## config.mk

```make
export PLATFORM = sky130hd
export DESIGN_NAME = add_icb_arbiter
export DESIGN_NICKNAME = d
export VERILOG_FILES = /design/src/rtl/add_icb_arbiter.sv
export SDC_FILE = /design/constraint.sdc
export NUM_CORES = 1
export LEC_CHECK = 0
export BUFFER_PORTS_ARGS = -buffer_cell sky130_fd_sc_hd__clkbuf_2
export CAP_MARGIN = 0
export CORE_AREA = 2 2 124 126
export DETAILED_ROUTE_END_ITERATION = 10
export DIE_AREA = 0 0 126 128
export HOLD_SLACK_MARGIN = 0.15
export PLACE_DENSITY = 0.68
export SLEW_MARGIN = 20
export SYNTH_ARGS = -nofsm -noshare
export SYNTH_HDL_FRONTEND = slang
export SYNTH_SLANG_ARGS = --single-unit
```

## constraint.sdc

```tcl
create_clock -name clk -period 4.1 [get_ports clk]
set_input_delay 0.41 -clock clk [delete_from_list [all_inputs] [get_ports clk]]
set_output_delay 0.41 -clock clk [all_outputs]
set_load 0.005 [all_outputs]
```

## src/rtl/add_icb_arbiter.sv

```systemverilog
// add_icb_arbiter: 2-to-1 round-robin ICB arbiter in front of the adder register block.
// One transaction in flight at a time. The command is latched on master accept and replayed
// to the slave from a register. The response is steered combinationally to the granted master.
// Optional slave watchdog: define ADD_ARB_TIMEOUT_EN to add the counter, the ERR state and the
// orphan-response drop logic.
module add_icb_arbiter #(
  parameter int AW          = 32,
  parameter int DW          = 32,
  parameter int TIMEOUT_CYC = 255
) (
  input  logic            clk,
  input  logic            rst_n,
  // master 0
  input  logic            m0_icb_cmd_valid,
  output logic            m0_icb_cmd_ready,
  input  logic            m0_icb_cmd_read,
  input  logic [AW-1:0]   m0_icb_cmd_addr,
  input  logic [DW-1:0]   m0_icb_cmd_wdata,
  input  logic [DW/8-1:0] m0_icb_cmd_wmask,
  output logic            m0_icb_rsp_valid,
  input  logic            m0_icb_rsp_ready,
  output logic [DW-1:0]   m0_icb_rsp_rdata,
  output logic            m0_icb_rsp_err,
  // master 1
  input  logic            m1_icb_cmd_valid,
  output logic            m1_icb_cmd_ready,
  input  logic            m1_icb_cmd_read,
  input  logic [AW-1:0]   m1_icb_cmd_addr,
  input  logic [DW-1:0]   m1_icb_cmd_wdata,
  input  logic [DW/8-1:0] m1_icb_cmd_wmask,
  output logic            m1_icb_rsp_valid,
  input  logic            m1_icb_rsp_ready,
  output logic [DW-1:0]   m1_icb_rsp_rdata,
  output logic            m1_icb_rsp_err,
  // adder slave
  output logic            s_icb_cmd_valid,
  input  logic            s_icb_cmd_ready,
  output logic            s_icb_cmd_read,
  output logic [AW-1:0]   s_icb_cmd_addr,
  output logic [DW-1:0]   s_icb_cmd_wdata,
  output logic [DW/8-1:0] s_icb_cmd_wmask,
  input  logic            s_icb_rsp_valid,
  output logic            s_icb_rsp_ready,
  input  logic [DW-1:0]   s_icb_rsp_rdata,
  input  logic            s_icb_rsp_err
);

  localparam int MW = DW/8;

`ifdef ADD_ARB_TIMEOUT_EN
  typedef enum logic [1:0] {IDLE = 2'd0, CMD = 2'd1, RSP = 2'd2, ERR = 2'd3} state_t;
  localparam logic [15:0] TO_LIM = 16'(TIMEOUT_CYC);
`else
  typedef enum logic [1:0] {IDLE = 2'd0, CMD = 2'd1, RSP = 2'd2} state_t;
`endif

  state_t state, state_nxt;
  logic   last_grant;  // master served most recently; the other one wins a tie
  logic   grant;       // master owning the current transaction

  logic          lat_read;
  logic [AW-1:0] lat_addr;
  logic [DW-1:0] lat_wdata;
  logic [MW-1:0] lat_wmask;

  // per-master views as packed arrays so the datapath can be indexed by grant
  logic [1:0]         m_cmd_valid, m_cmd_read, m_cmd_ready;
  logic [1:0][AW-1:0] m_cmd_addr;
  logic [1:0][DW-1:0] m_cmd_wdata;
  logic [1:0][MW-1:0] m_cmd_wmask;
  logic [1:0]         m_rsp_valid, m_rsp_ready, m_rsp_err;
  logic [1:0][DW-1:0] m_rsp_rdata;

  assign m_cmd_valid = {m1_icb_cmd_valid, m0_icb_cmd_valid};
  assign m_cmd_read  = {m1_icb_cmd_read,  m0_icb_cmd_read};
  assign m_cmd_addr  = {m1_icb_cmd_addr,  m0_icb_cmd_addr};
  assign m_cmd_wdata = {m1_icb_cmd_wdata, m0_icb_cmd_wdata};
  assign m_cmd_wmask = {m1_icb_cmd_wmask, m0_icb_cmd_wmask};
  assign m_rsp_ready = {m1_icb_rsp_ready, m0_icb_rsp_ready};

  assign m0_icb_cmd_ready = m_cmd_ready[0];
  assign m1_icb_cmd_ready = m_cmd_ready[1];
  assign m0_icb_rsp_valid = m_rsp_valid[0];
  assign m1_icb_rsp_valid = m_rsp_valid[1];
  assign m0_icb_rsp_rdata = m_rsp_rdata[0];
  assign m1_icb_rsp_rdata = m_rsp_rdata[1];
  assign m0_icb_rsp_err   = m_rsp_err[0];
  assign m1_icb_rsp_err   = m_rsp_err[1];

  assign s_icb_cmd_read  = lat_read;
  assign s_icb_cmd_addr  = lat_addr;
  assign s_icb_cmd_wdata = lat_wdata;
  assign s_icb_cmd_wmask = lat_wmask;

  // watchdog and orphan flag exist only in the timeout build
  logic orphan;
  logic wd_hit;
`ifdef ADD_ARB_TIMEOUT_EN
  logic [15:0] wdog;
  logic [15:0] wdog_inc;
  assign wdog_inc = wdog + 16'd1;
  assign wd_hit   = (wdog_inc == TO_LIM);
`else
  assign orphan = 1'b0;
  assign wd_hit = 1'b0;
`endif

  // arbitration: m1 wins if alone, or on a tie when m0 was served last
  logic arb_sel, arb_req, cmd_open, cmd_acc;
  assign arb_sel  = m_cmd_valid[1] & (~m_cmd_valid[0] | ~last_grant);
  assign arb_req  = |m_cmd_valid;
  assign cmd_open = rst_n & (state == IDLE) & ~orphan;
  assign cmd_acc  = cmd_open & arb_req;
  assign m_cmd_ready[0] = cmd_open & m_cmd_valid[0] & ~arb_sel;
  assign m_cmd_ready[1] = cmd_open & arb_sel;

  logic rsp_hs, done;
  assign rsp_hs = s_icb_rsp_valid & s_icb_rsp_ready;

  // next state, slave handshake signals and response steering
  always_comb begin
    state_nxt       = state;
    s_icb_cmd_valid = 1'b0;
    s_icb_rsp_ready = 1'b0;
    m_rsp_valid     = '0;
    m_rsp_rdata     = '0;
    m_rsp_err       = '0;
    done            = 1'b0;
    case (state)
      IDLE: if (cmd_acc) state_nxt = CMD;
      CMD: begin
        s_icb_cmd_valid = 1'b1;
        if (s_icb_cmd_ready) state_nxt = RSP;
`ifdef ADD_ARB_TIMEOUT_EN
        else if (wd_hit)     state_nxt = ERR;
`endif
      end
      RSP: begin
        s_icb_rsp_ready    = m_rsp_ready[grant];
        m_rsp_valid[grant] = s_icb_rsp_valid;
        m_rsp_rdata[grant] = s_icb_rsp_rdata;
        m_rsp_err[grant]   = s_icb_rsp_err;
        if (rsp_hs) begin
          state_nxt = IDLE;
          done      = 1'b1;
        end
`ifdef ADD_ARB_TIMEOUT_EN
        else if (wd_hit) state_nxt = ERR;
`endif
      end
`ifdef ADD_ARB_TIMEOUT_EN
      ERR: begin
        m_rsp_valid[grant] = 1'b1;
        m_rsp_err[grant]   = 1'b1;
        if (m_rsp_ready[grant]) begin
          state_nxt = IDLE;
          done      = 1'b1;
        end
      end
`endif
      default: state_nxt = IDLE;
    endcase
    // a late slave response belonging to a timed-out transaction is swallowed
    if (orphan) s_icb_rsp_ready = 1'b1;
  end

  // state, grant bookkeeping and command latch
  always_ff @(posedge clk) begin
    if (!rst_n) begin
      state      <= IDLE;
      last_grant <= 1'b1;
      grant      <= 1'b0;
      lat_read   <= 1'b0;
      lat_addr   <= '0;
      lat_wdata  <= '0;
      lat_wmask  <= '0;
    end else begin
      state <= state_nxt;
      if (cmd_acc) begin
        grant     <= arb_sel;
        lat_read  <= m_cmd_read[arb_sel];
        lat_addr  <= m_cmd_addr[arb_sel];
        lat_wdata <= m_cmd_wdata[arb_sel];
        lat_wmask <= m_cmd_wmask[arb_sel];
      end
      if (done) last_grant <= grant;
    end
  end

`ifdef ADD_ARB_TIMEOUT_EN
  // watchdog: restarts on each new command, advances on every stalled CMD/RSP cycle
  always_ff @(posedge clk) begin
    if (!rst_n) begin
      wdog   <= '0;
      orphan <= 1'b0;
    end else begin
      if (cmd_acc)
        wdog <= '0;
      else if ((state == CMD && !s_icb_cmd_ready) || (state == RSP && !rsp_hs))
        wdog <= wdog_inc;
      if (state == RSP && state_nxt == ERR)
        orphan <= 1'b1;
      else if (orphan && s_icb_rsp_valid)
        orphan <= 1'b0;
    end
  end
`endif

endmodule

```

* Yosys cells after proc, flatten, opt, wreduce, memory -nomap -nowiden *
Index checks and enable logic that the tools add are counted.

word-level totals
  register bits after elaboration = 73
  bits of input ports = 179
  output and inout port bits = 141
  logic and storage cells = 58

operators by class
  $lt $le $gt $ge = 3
  eq/ne operators = 5
  multiplexer cells = 25
  bitwise gates (word level) = 14
  reductions and logical operators = 4

operator list
  cell                                                       count
  2-to-1 mux 32 bit                                          5
  AND 64 bit                                                 1
  2-to-1 mux 64 bit                                          1
  demux 32 bit (select 1 bit)                                1
  2-to-1 mux 2 bit                                           5
  2-to-1 mux 1 bit                                           9
  2-to-1 mux 4 bit                                           2
  AND 1 bit                                                  7
  inequality test 2 bit (second input constant)              3
  one-hot mux 2 bit (3 select lines)                         1
  AND 2 bit                                                  2
  < comparator 1 x 2 -> 1 bit (second input constant)        2
  NOT 1 bit                                                  3
  AND reduction 3 bit                                        1
  == test 2 x 1 -> 1 bit (second input constant)             1
  == test 2 bit (second input constant)                      1
  zero test 2 bit                                            1
  OR reduction 2 bit                                         1
  demux 1 bit (select 1 bit)                                 1
  greater-or-equal comparator 1 bit (second input constant)  1
  logical AND 1 bit                                          1
  bitwise OR 1 bit                                           1

* Logic depth before layout (Yosys ltp) *
  word-level depth = 6
  gate-level depth with buffers = 7
  mapped depth without buffers = 3

* Least setup slack after synthesis *
OpenSTA, ideal clock, no wires.

  kind = in2out
  start = in rst_n
  end = out m0_icb_cmd_ready
  arrival time = 1.235 ns
  required time = 3.690 ns
  setup slack = 2.455 ns
  cell stages on the path = 4
  path buffers = 2
  cell sequence = nor3b_1 > buf_2 > clkbuf_1 > and3_1

on the way
  longest elaborated chain between the ends = 3

ends and longest elaborated chain
  what                    line  RTL
  from (decl)             12    input logic rst_n,
  AND 1 bit               112   assign cmd_open = rst_n & (state == IDLE) & ~orphan;
  AND 1 bit (2 in a row)  114   assign m_cmd_ready[0] = cmd_open & m_cmd_valid[0] & ~arb_sel;
  to (decl)               15    output logic m0_icb_cmd_ready,

Every way passes these cells.

* Worst setup path in the final report *
  start = reg state[1]
  end = out m0_icb_cmd_ready

on the way
  longest elaborated chain between the ends = 4

ends and longest elaborated chain
  what                    line  RTL
  from (decl)             57    state_t state, state_nxt;
  from (signal assigned)  178   state <= state_nxt;
  zero test 2 bit         112
  AND 1 bit               112
  AND 1 bit (2 in a row)  114

Every way passes these cells.

==> flow_summary.rst <==
.. list-table::
   :header-rows: 1

   * - Metric
     - Value
   * - Clock slew at reported path FFs
     - approximately 0.060 ns
   * - Hold_buf cts
     - 0
   * - Worst slew slack as a fraction of its limit
     - 34.0%
   * - CTS Buf Count
     - 9
   * - Routability Congestion
     - between 0.8 and 0.9
   * - Maximum vdd drop
     - around 0.15 mV
   * - Clock tree from TritonCTS
     - done
   * - DRC errors left
     - 0
   * - NumNets Final
     - 961
   * - Reg2reg path depth
     - 4
   * - Gate Count Post-Synth
     - slightly below 500
   * - Worst path top cell family by delay
     - buffers and inverters
   * - Post-synthesis average cell area
     - roughly 7.7 um^2
   * - Netlist Area Pre-Place
     - roughly 3800 um^2
   * - Signed area change from the synthesized netlist to the final layout
     - 54.2%
   * - Routed WL
     - between 15 and 20 mm
   * - Share of total power consumed by net switching
     - about a quarter
   * - Initial core utilization
     - approximately 26%
   * - Mean routed wirelength per cell
     - 15.8 um
   * - Final setup fails
     - 0
   * - Max stage delay cell, worst path
     - buf_4
   * - Cell count along the critical path
     - 4
   * - Placed cell count
     - approximately 960
   * - Sequential power share
     - approximately 36%
   * - Distinct cells, synth
     - 23
   * - Worst setup path startpoint
     - state[1]
   * - Area enclosed by the die boundary
     - between 15000 and 20000 um^2
   * - Number of I/O port buffers
     - approximately 320
   * - Worst-Skew Late Latency
     - roughly 0.33 ns
   * - Standard cell core area
     - about 15000 um^2
   * - Via count
     - roughly 4700
   * - Number of standard cells in the final layout excluding fillers
     - approximately 980
   * - Shortest clock period the worst path allows after layout
     - between 2 and 2.5 ns
   * - Num Clock Sinks
     - 73
   * - Buffers inserted by post-CTS timing repair
     - 0
   * - Min-Delay Path Depth
     - 2
   * - Startpoint class of the critical path
     - flip-flop
   * - Library cell used as clock root buffer
     - clkbuf_16
   * - Number of buffers and inverters on the critical path
     - 2
   * - Flops & latches, synth
     - 73
   * - Number of placed I/O pins
     - 320
   * - Quantity of gates resized following cts
     - 0
   * - Most common cell after layout, fill and taps aside
     - clkbuf_2
   * - Share of the clock period used by the worst path after layout
     - a little under 60%
   * - Part of the Yosys area used for sequential elements
     - a little under two fifths
   * - Commonest cells after routing, fill and taps aside
     - clkbuf_2 (319), nand2_1 (140), dfxtp_1 (73)
   * - Vias in the first global route
     - around 4400
   * - Worst min-delay path startpoint
     - s_icb_cmd_ready
   * - Overall overflow remaining after global route
     - 0
   * - Data arrival, critical path
     - approximately 2 ns
   * - Half-perimeter wire length after detailed placement
     - around 12 mm
   * - Slew Viols, Final
     - 0
   * - Static leakage power
     - 2.93 nW
   * - Outcome
     - completed
   * - Die Ht
     - between 100 and 150 um
   * - Share of layout cells above drive strength 1
     - a little under half
   * - Clk pwr share
     - between 40 and 50%
   * - Total negative setup slack
     - 0 ns
   * - Vias/cell
     - around 4.8
   * - Critical path's largest stage delay
     - approximately 0.70 ns
   * - First-pass GRT wire length
     - around 23 mm
   * - Ratio of total power to cell area
     - 397 nW/um^2
   * - Internal power
     - 1.71 mW
   * - Maximum number of pins on one net before global-route repair
     - 74
   * - Maximum frequency from static timing analysis
     - 409 MHz
   * - Final hold violations
     - 0
   * - Type of element capturing the critical path
     - output pin
   * - Cells along the critical path
     - nor3b_2 -> buf_4 -> and3_1 -> clkbuf_2
   * - Class of the most critical setup path
     - reg2out
   * - Number of antenna violations at the first check in global routing
     - 2
   * - Initial drt markers
     - 185
   * - Number of H-tree levels
     - 3
   * - Net Sw Power
     - 0.621 mW
   * - Tightest Hold Check Type
     - in2reg
   * - Setup repair after global routing missed its margin
     - false
   * - Overall fraction of global-route tracks in use
     - between 15 and 20%
   * - Post-route antenna net violation count
     - 0
   * - Reg2Reg Launch Point
     - state[1]
   * - Post-Syn Nets
     - approximately 680
   * - Critical path data required time
     - ~3.7 ns
   * - Largest buffer count on any clock path
     - 2
   * - Largest clock skew in the final design
     - around 0.0057 ns
   * - Die W
     - between 100 and 150 um
   * - Maximum Capacitance Violations
     - 0
   * - Worst-case hold slack
     - slightly below 0.3 ns
   * - Largest fanout on the critical path
     - 73
   * - Warnings from Yosys
     - 0
   * - Cell row count
     - 45
   * - Fraction of power consumed by combinational cells
     - a little over a fifth
   * - Router iterations before antenna repair
     - 4
   * - Worst Max-Slew Pin Slew
     - slightly below 1 ns
==> cell usage after synthesis, drive strengths merged <==
cell / count / area share, %
or2: 1 / 0.16
o21a: 1 / 0.20
a21bo: 1 / 0.26
nor3: 1 / 0.13
o32ai: 1 / 0.23
a21oi: 70 / 9.2
o31ai: 1 / 0.20
nor3b: 2 / 0.39
a311oi: 69 / 18
inv: 3 / 0.30
nand2: 140 / 14
nor2: 5 / 0.49
and2: 70 / 12
mux2i: 2 / 0.53
clkbuf: 35 / 3.5
buf: 17 / 2.6
dfxtp: 73 / 38
and3: 1 / 0.16
a21boi: 1 / 0.20
nand2b: 2 / 0.33
==> kinds of logic (layout without fill, tap and decap cells) <==
family | count (synthesis) | in the layout | synth area share, %
and+or+nand+nor | 222 | 222 | 27.0
AOI/OAI and AO/OA | 144 | 144 | 27.8
DFF | 73 | 73 | 38.4
buffers and inverters | 55 | 346 | 6.31
muxes | 2 | 2 | 0.526
other | 0 | 2 | 0
==> path summary, 6_finish.rpt <==
| path | endpoint | slack, ns |
|---|---|---|
| max | m0_icb_cmd_ready | 1.66 |
| min reg2reg | s_icb_cmd_wdata[23] | 0.52 |
| min | state[0] | 0.30 |
| max reg2reg | s_icb_cmd_addr[25] | 1.93 |
==> layout make-up <==
type | count | area (um^2)
fillers | 1552 | 8990
multi-input cells | 368 | 2120
repair buffers | 327 | 1660
flip-flops and latches | 73 | 1460
clock buffers | 11 | 253
well taps | 188 | 235
clock inverters | 5 | 125
inverters | 3 | 11.3
diodes | 2 | 5.00
==> flip-flops by register name, indices dropped and copies added, names as in the netlist <==
register / cells
state: 2
s_icb_cmd_read: 1
s_icb_cmd_wdata: 32
s_icb_cmd_wmask: 4
grant: 1
last_grant: 1
s_icb_cmd_addr: 32
==> power groups by stage <==
stage | clock network (mW) | registers, mW | logic [mW]
final | 0.988 | 0.836 | 0.506
after global routing | 1.05 | 0.845 | 0.559
after CTS | 1.01 | 0.836 | 0.512
after detailed placement | 0 | 0.850 | 0.511
after global placement | 0 | 0.850 | 0.506
after floorplan | 0 | 0.851 | 0.265
==> layer usage <==
| layer | vias up | GRT usage (%) | wire length (um) |
|---|---|---|---|
| li1 | 2308 | - | - |
| met1 | 2178 | 20.7 | 6040 |
| met2 | 224 | 33.1 | 7970 |
| met3 | 18 | 4.80 | 1120 |
| met4 | 0 | 6.53 | 305 |
| met5 | - | 0 | 0 |
==> metrics by stage <==
| stage | power (mW) | area (um^2) | utilization, % | setup slack [ns] |
|---|---|---|---|---|
| CTS | 2.36 | 5870 | 39.5 | 1.58 |
| finish | 2.33 | 5870 | 39.5 | 1.66 |
| global route | 2.45 | 5870 | 39.5 | 1.51 |
| detailed placement | 1.36 | 5490 | 36.9 | 1.70 |
| floorplan | 1.12 | 3810 | - | 2.46 |
| global placement | 1.36 | 5490 | 36.9 | 1.69 |
Power figures use the tool's default switching activity.
